$ cat src/rtl/i2s_pkg.sv
// i2s_pkg: shared constants and state encoding for the I2S stereo transmitter.
//   Default parameter values and the transmitter state enum.
package i2s_pkg;
    localparam int I2S_WIDTH_DEF        = 24;
    localparam int I2S_SLOT_BITS_DEF    = 32;
    localparam int I2S_SCLK_DIV_DEF     = 4;
    localparam int I2S_STARTUP_LOG2_DEF = 23;
    localparam int I2S_MUTE_FRAMES_DEF  = 10;

    typedef enum logic [1:0] {
        ST_STARTUP,
        ST_MUTE,
        ST_RUN
    } state_e;
endpackage

$ cat src/rtl/i2s_clkgen.sv
// i2s_clkgen: sclk phase counter (d) and bit counter (b), registered sclk/lrclk.
//   clk, resetn   : clock, async active-low reset
//   i_en          : counters run when high, held at d=0/b=0 when low
//   o_sclk        : 1 when d >= SCLK_DIV/2
//   o_lrclk       : 1 when b >= SLOT_BITS (right slot)
//   o_tick        : this edge wraps d to 0 (sclk falling edge)
//   o_frame_end   : this edge is the last clk of the frame
//   o_b_next      : value b takes after this edge
module i2s_clkgen #(
    parameter  int SLOT_BITS = 32,
    parameter  int SCLK_DIV  = 4,
    localparam int BW        = $clog2(2 * SLOT_BITS),
    localparam int DW        = $clog2(SCLK_DIV)
) (
    input  logic          clk,
    input  logic          resetn,
    input  logic          i_en,
    output logic          o_sclk,
    output logic          o_lrclk,
    output logic          o_tick,
    output logic          o_frame_end,
    output logic [BW-1:0] o_b_next
);
    logic [DW-1:0] d_q, d_d;
    logic [BW-1:0] b_q, b_d;
    logic          sclk_q, sclk_d;
    logic          lrclk_q, lrclk_d;
    logic          tick;

    always_comb begin
        d_d  = d_q;
        b_d  = b_q;
        tick = 1'b0;
        if (i_en) begin
            if (d_q == DW'(SCLK_DIV - 1)) begin
                tick = 1'b1;
                d_d  = '0;
                b_d  = (b_q == BW'(2 * SLOT_BITS - 1)) ? '0 : b_q + 1'b1;
            end else begin
                d_d = d_q + 1'b1;
            end
        end else begin
            d_d = '0;
            b_d = '0;
        end
        // Outputs are decoded from the next counter values so the flops
        // always agree with the counters they sit beside.
        sclk_d  = (d_d >= DW'(SCLK_DIV / 2));
        lrclk_d = (b_d >= BW'(SLOT_BITS));
    end

    always_ff @(posedge clk or negedge resetn) begin
        if (!resetn) begin
            d_q     <= '0;
            b_q     <= '0;
            sclk_q  <= 1'b0;
            lrclk_q <= 1'b0;
        end else begin
            d_q     <= d_d;
            b_q     <= b_d;
            sclk_q  <= sclk_d;
            lrclk_q <= lrclk_d;
        end
    end

    assign o_sclk      = sclk_q;
    assign o_lrclk     = lrclk_q;
    assign o_tick      = tick;
    assign o_frame_end = tick && (b_q == BW'(2 * SLOT_BITS - 1));
    assign o_b_next    = b_d;
endmodule

$ cat src/rtl/i2s_stereo_tx.sv
// i2s_stereo_tx: stereo I2S transmitter with startup delay, mute frames and
// a single-entry holding register.
//   clk, resetn            : master clock, async active-low reset
//   i_left/i_right/i_valid : stereo pair handshake input
//   o_ready                : holding register empty and running
//   o_mclk                 : clk pass-through
//   o_sclk/o_lrclk/o_sdin  : I2S serial outputs
//   o_underrun             : pulse when a frame starts without a fresh pair
//   o_running              : startup and mute frames complete
// Build option: define I2S_TX_LJ_MODE_EN for left-justified framing (MSB
// coincident with the lrclk edge); default is standard I2S (MSB one sclk late).
module i2s_stereo_tx
    import i2s_pkg::*;
#(
    parameter int WIDTH        = I2S_WIDTH_DEF,
    parameter int SLOT_BITS    = I2S_SLOT_BITS_DEF,
    parameter int SCLK_DIV     = I2S_SCLK_DIV_DEF,
    parameter int STARTUP_LOG2 = I2S_STARTUP_LOG2_DEF,
    parameter int MUTE_FRAMES  = I2S_MUTE_FRAMES_DEF
) (
    input  logic             clk,
    input  logic             resetn,
    input  logic [WIDTH-1:0] i_left,
    input  logic [WIDTH-1:0] i_right,
    input  logic             i_valid,
    output logic             o_ready,
    output logic             o_mclk,
    output logic             o_sclk,
    output logic             o_lrclk,
    output logic             o_sdin,
    output logic             o_underrun,
    output logic             o_running
);
    localparam int BW = $clog2(2 * SLOT_BITS);

    state_e                  state_q, state_d;
    logic [STARTUP_LOG2-1:0] cnt_q, cnt_d;
    logic [7:0]              mute_q, mute_d;
    logic [WIDTH-1:0]        hold_l_q, hold_l_d, hold_r_q, hold_r_d;
    logic                    hold_full_q, hold_full_d;
    logic [WIDTH-1:0]        left_q, left_d, right_q, right_d;
    logic                    sdin_q, sdin_d;
    logic                    ready_q, ready_d;
    logic                    underrun_q, underrun_d;
    logic                    running_q, running_d;

    logic                    tick, frame_end;
    logic [BW-1:0]           b_next;
    logic [WIDTH-1:0]        sample, shifted;
    int                      bn, pos;

    i2s_clkgen #(
        .SLOT_BITS (SLOT_BITS),
        .SCLK_DIV  (SCLK_DIV)
    ) u_clkgen (
        .clk         (clk),
        .resetn      (resetn),
        .i_en        (state_q != ST_STARTUP),
        .o_sclk      (o_sclk),
        .o_lrclk     (o_lrclk),
        .o_tick      (tick),
        .o_frame_end (frame_end),
        .o_b_next    (b_next)
    );

    always_comb begin
        state_d     = state_q;
        cnt_d       = cnt_q;
        mute_d      = mute_q;
        hold_l_d    = hold_l_q;
        hold_r_d    = hold_r_q;
        hold_full_d = hold_full_q;
        left_d      = left_q;
        right_d     = right_q;
        sdin_d      = sdin_q;
        underrun_d  = 1'b0;
        sample      = '0;
        shifted     = '0;
        bn          = 0;
        pos         = 0;

        case (state_q)
            ST_STARTUP: begin
                cnt_d = cnt_q + 1'b1;
                if (&cnt_q) state_d = (MUTE_FRAMES == 0) ? ST_RUN : ST_MUTE;
            end
            ST_MUTE: begin
                if (frame_end) begin
                    if (mute_q == 8'(MUTE_FRAMES - 1)) state_d = ST_RUN;
                    else                               mute_d  = mute_q + 1'b1;
                end
            end
            default: ;
        endcase

        if (frame_end) begin
            if (hold_full_q) begin
                left_d      = hold_l_q;
                right_d     = hold_r_q;
                hold_full_d = 1'b0;
            end else begin
                left_d  = '0;
                right_d = '0;
                if (state_q == ST_RUN) underrun_d = 1'b1;
            end
        end

        // A capture on the frame-load edge lands after the move above, so
        // it waits for the following frame.
        if (i_valid && ready_q) begin
            hold_l_d    = i_left;
            hold_r_d    = i_right;
            hold_full_d = 1'b1;
        end

        // Serial bit for the slot position entered on this sclk falling edge,
        // taken from the post-load shifters so slot bit 0 sees the new word.
        if (tick) begin
            bn     = int'(b_next);
            sample = (bn >= SLOT_BITS) ? right_d : left_d;
            pos    = (bn >= SLOT_BITS) ? bn - SLOT_BITS : bn;
`ifdef I2S_TX_LJ_MODE_EN
            if (pos < WIDTH) begin
                shifted = sample >> (WIDTH - 1 - pos);
                sdin_d  = shifted[0];
            end else begin
                sdin_d = 1'b0;
            end
`else
            if (pos >= 1 && pos <= WIDTH) begin
                shifted = sample >> (WIDTH - pos);
                sdin_d  = shifted[0];
            end else begin
                sdin_d = 1'b0;
            end
`endif
        end

        running_d = (state_d == ST_RUN);
        ready_d   = running_d && !hold_full_d;
    end

    always_ff @(posedge clk or negedge resetn) begin
        if (!resetn) begin
            state_q     <= ST_STARTUP;
            cnt_q       <= '0;
            mute_q      <= '0;
            hold_l_q    <= '0;
            hold_r_q    <= '0;
            hold_full_q <= 1'b0;
            left_q      <= '0;
            right_q     <= '0;
            sdin_q      <= 1'b0;
            ready_q     <= 1'b0;
            underrun_q  <= 1'b0;
            running_q   <= 1'b0;
        end else begin
            state_q     <= state_d;
            cnt_q       <= cnt_d;
            mute_q      <= mute_d;
            hold_l_q    <= hold_l_d;
            hold_r_q    <= hold_r_d;
            hold_full_q <= hold_full_d;
            left_q      <= left_d;
            right_q     <= right_d;
            sdin_q      <= sdin_d;
            ready_q     <= ready_d;
            underrun_q  <= underrun_d;
            running_q   <= running_d;
        end
    end

    assign o_mclk     = clk;
    assign o_sdin     = sdin_q;
    assign o_ready    = ready_q;
    assign o_underrun = underrun_q;
    assign o_running  = running_q;
endmodule

$ cat config.mk
export PLATFORM = sky130hd
export DESIGN_NAME = i2s_stereo_tx
export DESIGN_NICKNAME = d
export VERILOG_FILES = /design/src/rtl/i2s_pkg.sv /design/src/rtl/i2s_clkgen.sv /design/src/rtl/i2s_stereo_tx.sv
export SDC_FILE = /design/constraint.sdc
export NUM_CORES = 1
export LEC_CHECK = 0
export ABC_CLOCK_PERIOD_IN_PS = 5350
export BUFFER_PORTS_ARGS = -buffer_cell sky130_fd_sc_hd__buf_2
export CAP_MARGIN = 20
export CORE_UTILIZATION = 50
export DETAILED_ROUTE_END_ITERATION = 7
export HOLD_SLACK_MARGIN = 0.15
export PLACE_DENSITY = 0.72
export SLEW_MARGIN = 20
export SYNTH_ARGS = -nofsm -noshare
export SYNTH_HDL_FRONTEND = slang
export SYNTH_SLANG_ARGS = --single-unit
export TNS_END_PERCENT = 5
$ cat constraint.sdc
create_clock -name clk -period 5.35 [get_ports clk]
set_clock_uncertainty 0.15 [all_clocks]
set_input_delay 0.2675 -clock clk [delete_from_list [all_inputs] [get_ports clk]]
set_output_delay 0.2675 -clock clk [all_outputs]
set_load 0.02 [all_outputs]
* Word-level counts from Yosys, hierarchy flattened
Index checks and enable logic that the tools add are counted.
** Storage, ports and cells
- Input bits :: 51
- Output and inout port bits :: 7
- Word-level logic and storage cells :: 67
- Register bits after elaboration :: 144
** Cells by class
- Magnitude comparators :: 5
- Shift operators :: 1
- Bitwise logic cells :: 1
- Multiplexer cells :: 23
- Reductions and logical operators :: 9
- $add $sub $neg :: 6
- Equality and inequality tests :: 6
** Operator list (number)
- 24-bit two-way mux :: 5
- 32-bit by 2-bit >= comparator with 1-bit output, second input constant :: 1
- 32-bit by 6-bit less-or-equal comparator with 1-bit output, second input constant :: 1
- 32-bit two-way mux :: 1
- 24-bit by 32-bit right shift with 1-bit output :: 1
- 6-bit by 32-bit subtractor with 32-bit output, first input constant :: 1
- 23-bit by 1-bit adder with 23-bit output, second input constant :: 1
- 23-bit AND reduction :: 1
- 6-bit two-way mux :: 3
- 6-bit >= comparator, second input constant :: 2
- 2-bit two-way mux :: 5
- 8-bit by 1-bit adder with 8-bit output, second input constant :: 1
- 8-bit by 4-bit == test with 1-bit output, second input constant :: 1
- 1-bit two-way mux :: 8
- 6-bit by 6-bit subtractor with 7-bit output, second input constant :: 1
- 6-bit by 1-bit adder with 6-bit output, second input constant :: 1
- 2-bit == test, second input constant :: 3
- 6-bit == test, second input constant :: 1
- 1-bit logical AND :: 4
- 2-bit one-hot mux with 2 select lines :: 1
- 3-bit AND reduction :: 1
- 2-bit by 1-bit adder with 2-bit output, second input constant :: 1
- 2-bit by 1-bit == test with 1-bit output, second input constant :: 1
- 2-bit >= comparator, second input constant :: 1
- other kinds (4) :: 4

* Logic depth before layout (Yosys ltp)
Gate-level depths: netlist of run 1.
- Depth after elaboration :: 9
- Gate-level depth with buffers :: 21
- Gate-level depth less buffers :: 17

* Cells and area by module
From an unflattened synthesis of run 1, not the netlist that was laid out.
** Second synthesis, totals
- Cell total of the unflattened synthesis :: 556
- Area total of the unflattened synthesis :: 6607.6 µm²
** By module, submodules not included
- i2s_stereo_tx :: instances 1, cells each 515, area an instance 6185.9 µm², sequential area each 3353.2 µm²
- i2s_clkgen :: instances 1, cells each 41, area an instance 421.7 µm², sequential area each 200.2 µm²

==> results by group, run 1 <==
Run status
  – Status: complete, no violations

Setup path
  – Most common cell on crit path: ha_1
  – R2R depth: 17
  – Max stage delay on crit path: 0.47 ns
  – Critical Path RT: approximately 5.6 ns
  – Crit path DAT: 4.89 ns
  – CP max FO: 24
  – Slowest cell on the critical path: ha_1
  – Crit path capture type: flip-flop
  – R2R Path End: o_sdin
  – Worst reg-to-reg setup slack: between 0.7 and 0.8 ns
  – Critical path launch point type: flip-flop
  – Critical Path Start: u_clkgen.d_q[1]
  – CP Cell Sequence: ha_1, nand3_1, nor2_2, nor2_8, inv_2, ha_1, nand2_1, and2_1, ha_1, ha_1, nor4b_1, nand4_1, nor3_1, nand4b_1, a2111oi_0, a31oi_1, a311oi_1
  – Worst Setup Path Type: flip-flop to flip-flop
  – R2R Path Start: u_clkgen.d_q[1]

Logic synthesis
  – #FFs+latches synth: roughly 140
  – Mapped cell area: ~6700 um2
  – Synth area leaders: dfrtp_1, mux2_2, nand2_1, nand3_1, ha_1
  – Count leader, synth: dfrtp_1
  – Post-synth EDFFs: 0
  – Cell taking the most area after synthesis: dfrtp_1
  – Ys flop type: dfrtp_1
  – Sequential area share after synthesis: between 50% and 60%
  – Post-synthesis cell count: 619
  – Ys Warns: 0
  – Synth cell count leaders: dfrtp_1, nand2_1, mux2_2
  – Average size of a mapped cell: ~11 um2
  – Async set or reset register ratio after synthesis: 100%
  – Share of the synthesized area in the top cell type: between 50% and 60%
  – Cell variety after synth: 62

Layout
  – Layout area overhead: 24.1%
  – Multi-input gate area: around 3000 um2
  – Final nets: about 800
  – Final Util: about two thirds
  – Number of diodes: 0
  – Share of post-route cells with drive strength above 1: a little under a quarter
  – Register area: about 3600 um2
  – Fillers: 988

Floorplan
  – Die Ht: about 120 um
  – Core area: 12900 um2
  – Top Ports: between 50 and 60
  – Die area: ~14000 um2
  – Initial Util: between 50% and 60%
  – Rows: 41
  – Chip Width: around 120 um

Timing
  – Setup WS post-layout: approximately 0.75 ns
  – Rel. slew slack: between 30% and 40%
  – Fmax: approximately 0.22 GHz
  – Worst Tran Pin Value: about 1.0 ns
  – Worst hold margin: 0.223 ns
  – Hold Violations, Final: 0
  – Final Cycle Share: a little under nine tenths
  – Setup TNS: 0 ns
  – Unrepaired setup endpoints after global routing: false
  – Final setup viols: 0
  – Final Max Slew Viols: 0
  – Shortest period the worst path allows: ~4.6 ns

Drt
  – Drt wl/cell: 15.6 um
  – Antenna violation net count after detailed routing: 0
  – Drt drc: 0
  – Vias/cell: between 5 and 6
  – Drt pass-1 iters: 5
  – Routed WL: between 10000 and 15000 um
  – DR iter-0 viols: 334
  – Routed vias: 4977

Placed design
  – GPL Wtd Cong: between 0.8 and 0.9
  – Post-Place Worst Slack: ~0.74 ns
  – Post-DP HPWL: 9170 um
  – Input/output buffers: 57

Clock network
  – Post-CTS Setup Repair Bufs: 0
  – Post_cts resized: 0
  – Worst-path clk slew: ~0.06 ns
  – CTS tree: built
  – Worst skew pair latency: between 0.5 and 0.6 ns

Global routing
  – GRT overflow: 0
  – First-pass GRT wire length: 24500 um
  – Initial antenna violation count: 0
  – Global Route Usage Sum: 22.5%
  – Vias in the first global route: ~5100
  – Largest net degree at the start of global routing: slightly below 90

Power
  – Comb pwr share: 2.8%
  – Clock power share: a little over half
  – VDD IR max: 289 uV
  – P_int: between 1.5 and 2 mW
  – Switching share of total power: between 20% and 30%
  – Net Switching: 538 uW
  – PwrDens: about 300 nW/um2
  – Leakage dissipation: 4.25 nW
  – Sequential share of power: a little over two fifths

Worst hold path
  – Min-delay worst type: primary input to async pin

Run
  – Max cap viols: 0
-- cell type report --
cell class / instances / area share, %
well taps: 172 / 2.58
flip-flops and latches: 143 / 42.9
clock inverters: 13 / 2.10
clock buffers: 23 / 6.39
inverters: 17 / 0.765
multi-input cells: 438 / 35.5
repair buffers: 110 / 9.77
-- per-layer routing --
layer	share of wire [%]	GRT usage (%)	vias to the layer above
met5	0	0	-
met4	2.2	10.2	0
met3	4.2	6.59	23
met2	51	37.4	127
met1	42	27.1	2467
li1	-	-	2360
-- registers in the layout (all words and copies together), names as in the netlist, 6 cells and up --
name          count
hold_l_q         24
hold_r_q         24
left_q           24
right_q          24
cnt_q            23
mute_q            8
u_clkgen.b_q      6
-- how the worst max path moves through the flow --
stage          endpoint  slack, ns
6_report         o_sdin       0.75
5_1_grt          o_sdin       0.29
3_3_place_gp     o_sdin       0.98
4_1_cts          o_sdin       0.70
3_5_place_dp     o_sdin       0.74
2_1_floorplan    o_sdin       1.09
-- layout by cell type, fill, tap and decap left out, drive strengths merged, types with 2 or more instances in the layout --
master and instances:
xor2 12, nand2 107, clkbuf 22, dfrtp 143, ha 20, a211oi 6
xnor2 22, a21oi 10, o211a 2, o21ai 31, and2 5, clkinv 5
and3 7, a31oi 3, mux4 2, nor3 10, buf 62, nand3 53
mux2 55, or2 3, inv 21, nor4 2, mux2i 4, dlygate4sd3 49
o211ai 8, nand4 12, nor2b 2, a311oi 3, nor4b 3, bufinv 3
conb 11, nor2 29
-- metrics by stage --
step / instance area, um2 / power [mW] / std cells
after floorplan: 6760 / 1.13 / 629
after global placement: 7140 / 1.16 / 832
after detailed placement: 7140 / 1.16 / 832
after CTS: 8330 / 2.55 / 916
after global routing: 8340 / 2.61 / 916
final: 8340 / 2.53 / 916
-- cell families after synthesis --
logic type / Yosys count / share of synthesized area, %
other: 1 / 0.0558
AND/OR/NAND/NOR: 239 / 16.9
AO/OA/AOI/OAI: 73 / 7.36
flip-flops: 143 / 53.3
XOR/XNOR: 34 / 4.77
buffers and inverters: 48 / 3.43
multiplexers: 61 / 10.5
adder cells (fa/ha/maj): 20 / 3.72
-- critical path: cells and delay by family, from the launching register on --
| family | cells | cell delay [ns] |
|---|---|---|
| fa+ha+maj | 4 | 1.23 |
| compound gates | 3 | 0.81 |
| buf+inv | 1 | 0.35 |
| simple gates | 9 | 1.61 |
| flops | 1 | 0.35 |
-- what timing repair did --
action,in CTS,in global routing
hold endpoints to repair,133,0
hold buffers,49,0
endpoints found under the setup margin,0,0
-- power groups by stage --
stage	sequential (mW)	combinational, mW	clock [mW]
after global placement	1.10	0.0421	0.0175
after floorplan	1.10	0.00330	0.0218
after CTS	1.08	0.0718	1.40
final	1.08	0.0719	1.37
after global routing	1.08	0.0810	1.45
after detailed placement	1.10	0.0444	0.0175
(Power assumes the default switching activity.)
==> run 2: changes to the inputs <==
--- a/config.mk
+++ b/config.mk
@@ -12,6 +12,7 @@
 export DETAILED_ROUTE_END_ITERATION = 7
 export HOLD_SLACK_MARGIN = 0.15
 export PLACE_DENSITY = 0.72
+export RECOVER_POWER = 50
 export SLEW_MARGIN = 20
 export SYNTH_ARGS = -nofsm -noshare
 export SYNTH_HDL_FRONTEND = slang
==> run 2 against run 1 <==
Compared with the run above: the run now ends with capacitance limit, slew limit left; worst hold slack improved by 0.071 ns; combinational power down 0.8%; final cell count unchanged; largest cell class unchanged.
==> results by group, run 2 (same netlist as run 1, synthesis figures left out) <==
Clock network
  – Post_cts resized: 0 (unchanged)
  – Hold_buf cts: 49 (unchanged)
  – Post-CTS Setup Repair Bufs: 0 (unchanged)
  – CTS tree: built
  – Worst skew pair latency: 0.53 ns (about the same)
  – Worst-path clk slew: 0.06 ns (about the same)

Setup path
  – CP Cell Sequence: ha_1, nand3_1, nor2_2, nor2_8, inv_2, ha_1, nand2_1, and2_1, ha_1, ha_1, nor4b_1, nand4_1, nor3_1, nand4b_1, a2111oi_0, a31oi_1, a311oi_1
  – R2R Path End: o_sdin
  – Crit path capture type: flip-flop
  – R2R Path Start: u_clkgen.d_q[1]
  – Worst Setup Path Type: flip-flop to flip-flop
  – Worst reg-to-reg setup slack: 0.72 ns (-0.03 ns)
  – Most common cell on crit path: ha_1
  – Critical path buffer and inverter count: 1 (unchanged)
  – Critical path launch point type: flip-flop
  – Crit path DAT: 4.92 ns (+0.03 ns)
  – R2R depth: 17 (unchanged)
  – CP Depth: 17 (unchanged)
  – Delay-heaviest family, CP: simple AND/OR/NAND/NOR gates
  – Critical Path RT: 5.63 ns (about the same)
  – Slowest cell on the critical path: ha_1
  – CP max FO: 24 (unchanged)
  – Setup crit end: o_sdin
  – Critical Path Start: u_clkgen.d_q[1]
  – Max stage delay on crit path: 0.47 ns (about the same)

Drt
  – Drt pass-1 iters: 5 (unchanged)
  – Routed vias: 4987 (+0.20%)
  – DR iter-0 viols: 286 (-14%)
  – Drt wl/cell: 15.6 um (-0.43%)
  – Vias/cell: 5.44 (+0.20%)
  – Routed WL: 14300 um (-0.43%)
  – Antenna violation net count after detailed routing: 0 (unchanged)
  – Drt drc: 0 (unchanged)

Power
  – PwrDens: 304 nW/um2 (+0.20%)
  – Comb pwr share: 2.8% (about the same)
  – Switching share of total power: 21.3% (about the same)
  – VDD IR max: 289 uV (about the same)
  – Net Switching: 538 uW (about the same)
  – Clock power share: 54.4% (about the same)
  – Leakage dissipation: 4.21 nW (-0.95%)
  – P_int: 1.99 mW (about the same)
  – Sequential share of power: 42.8% (about the same)

Layout
  – Fillers: 993 (+0.51%)
  – Layout area overhead: 23.8%
  – Most common cell after layout, fill and taps aside: dfrtp_1
  – Most frequent cells in the layout: dfrtp_1, nand2_1, mux2_2
  – Register area: 3580 um2 (unchanged)
  – Number of diodes: 0 (unchanged)
  – Multi-input gate area: 2950 um2 (-0.25%)
  – Cell Count, Final, Fillers Out: 916 (unchanged)
  – Share of post-route cells with drive strength above 1: 21.9% (-1.1 points)
  – Final nets: 802 (unchanged)

Timing
  – Hold Violations, Final: 0 (unchanged)
  – Final setup viols: 0 (unchanged)
  – Final Max Slew Viols: 137 (+137)
  – Final Cycle Share: 86.6% (+0.55 points)
  – Rel. slew slack: -150% (-180 points)
  – Fmax: 0.216 GHz (-0.63%)
  – Setup WS post-layout: 0.716 ns (-0.0294 ns)
  – Setup TNS: 0 ns (unchanged)
  – Worst Tran Pin Value: 3.75 ns (+2.71 ns)
  – Shortest period the worst path allows: 4.63 ns (+0.0294 ns)
  – Worst hold margin: 0.294 ns (+0.0708 ns)
  – Unrepaired setup endpoints after global routing: false

Placed design
  – Post-DP HPWL: 9170 um (unchanged)
  – GPL Wtd Cong: 0.844 (unchanged)
  – Post-Place Worst Slack: 0.736 ns (unchanged)
  – Input/output buffers: 57 (unchanged)
  – Placed Instances: 832 (unchanged)

Floorplan
  – Core area: 12900 um2 (unchanged)
  – Top Ports: 58 (unchanged)
  – Rows: 41 (unchanged)
  – Chip Width: 118 um (unchanged)
  – Die area: 13900 um2 (unchanged)
  – Initial Util: 52.2% (unchanged)
  – Die Ht: 118 um (unchanged)

Run status
  – Violated checks: capacitance limit, slew limit
  – Status: finished with violations

Global routing
  – Initial antenna violation count: 0 (unchanged)
  – GRT overflow: 0 (unchanged)
  – Global Route Usage Sum: 22.5% (unchanged)
  – Largest net degree at the start of global routing: 87 (unchanged)
  – First-pass GRT wire length: 24500 um (unchanged)
  – Vias in the first global route: 5119 (unchanged)

Run
  – Max cap viols: 2 (+2)

Worst hold path
  – Min-delay worst type: flip-flop to flip-flop
## run 2: changes by cell type in the layout (fill, tap and decap cells not counted), sizes merged
cell         previous run  this run
buf                    62        55
clkbuf                 22        28
dlygate4sd2             0         1
## run 2: power groups by stage
stage                     sequential (mW)  clock [mW]  combinational (mW)
after floorplan                      1.10      0.0218             0.00330
after global placement               1.10      0.0175              0.0421
after detailed placement             1.10      0.0175              0.0444
after CTS                            1.08        1.40              0.0718
after global routing                 1.08        1.45              0.0803
final                                1.08        1.37              0.0713
## run 2: metrics by stage
step / power (mW) / util, % / instance area, um2
2_1_floorplan: 1.13 / - / 6760
3_3_place_gp: 1.16 / 55.4 / 7140
3_5_place_dp: 1.16 / 55.4 / 7140
4_1_cts: 2.55 / 64.7 / 8330
5_1_grt: 2.61 / 64.6 / 8320
6_report: 2.53 / 64.6 / 8320
## run 2: routing by layer
layer	share of wire (%)	vias up	global-route usage, %
met4	2.2	0	10.2
met3	4.3	27	6.59
met1	42	2470	27.1
met2	51	128	37.4
li1	-	2362	-
met5	0	-	0
## run 2: worst min-delay path by stage
stage,start,end,cells after the start
after global placement,resetn,mute_q[7],1
after global routing,u_clkgen.d_q[0],u_clkgen.d_q[0],1
final,u_clkgen.d_q[0],u_clkgen.d_q[0],1
after CTS,resetn,mute_q[5],2
after detailed placement,resetn,mute_q[5],1
after floorplan,resetn,cnt_q[0],0
## run 2: layout make-up
class                           instances  share of cell area [%]
Sequential cell                       143                    43.0
Clock inverter                         13                    2.11
Clock buffer                           23                    6.41
Inverter                               17                   0.767
Timing Repair Buffer                  110                    9.67
Tap cell                              172                    2.59
Multi-Input combinational cell        438                    35.5
## run 2: worst register-to-register path, stage by stage (launching register included)
cell,delay [ns]
dfrtp_1,0.36
ha_1,0.39
nand3_1,0.22
nor2_2,0.29
nor2_8,0.09
inv_2,0.35
ha_1,0.47
nand2_1,0.11
and2_1,0.17
ha_1,0.19
ha_1,0.18
nor4b_1,0.30
nand4_1,0.14
nor3_1,0.18
nand4b_1,0.12
a2111oi_0,0.47
a31oi_1,0.14
a311oi_1,0.22
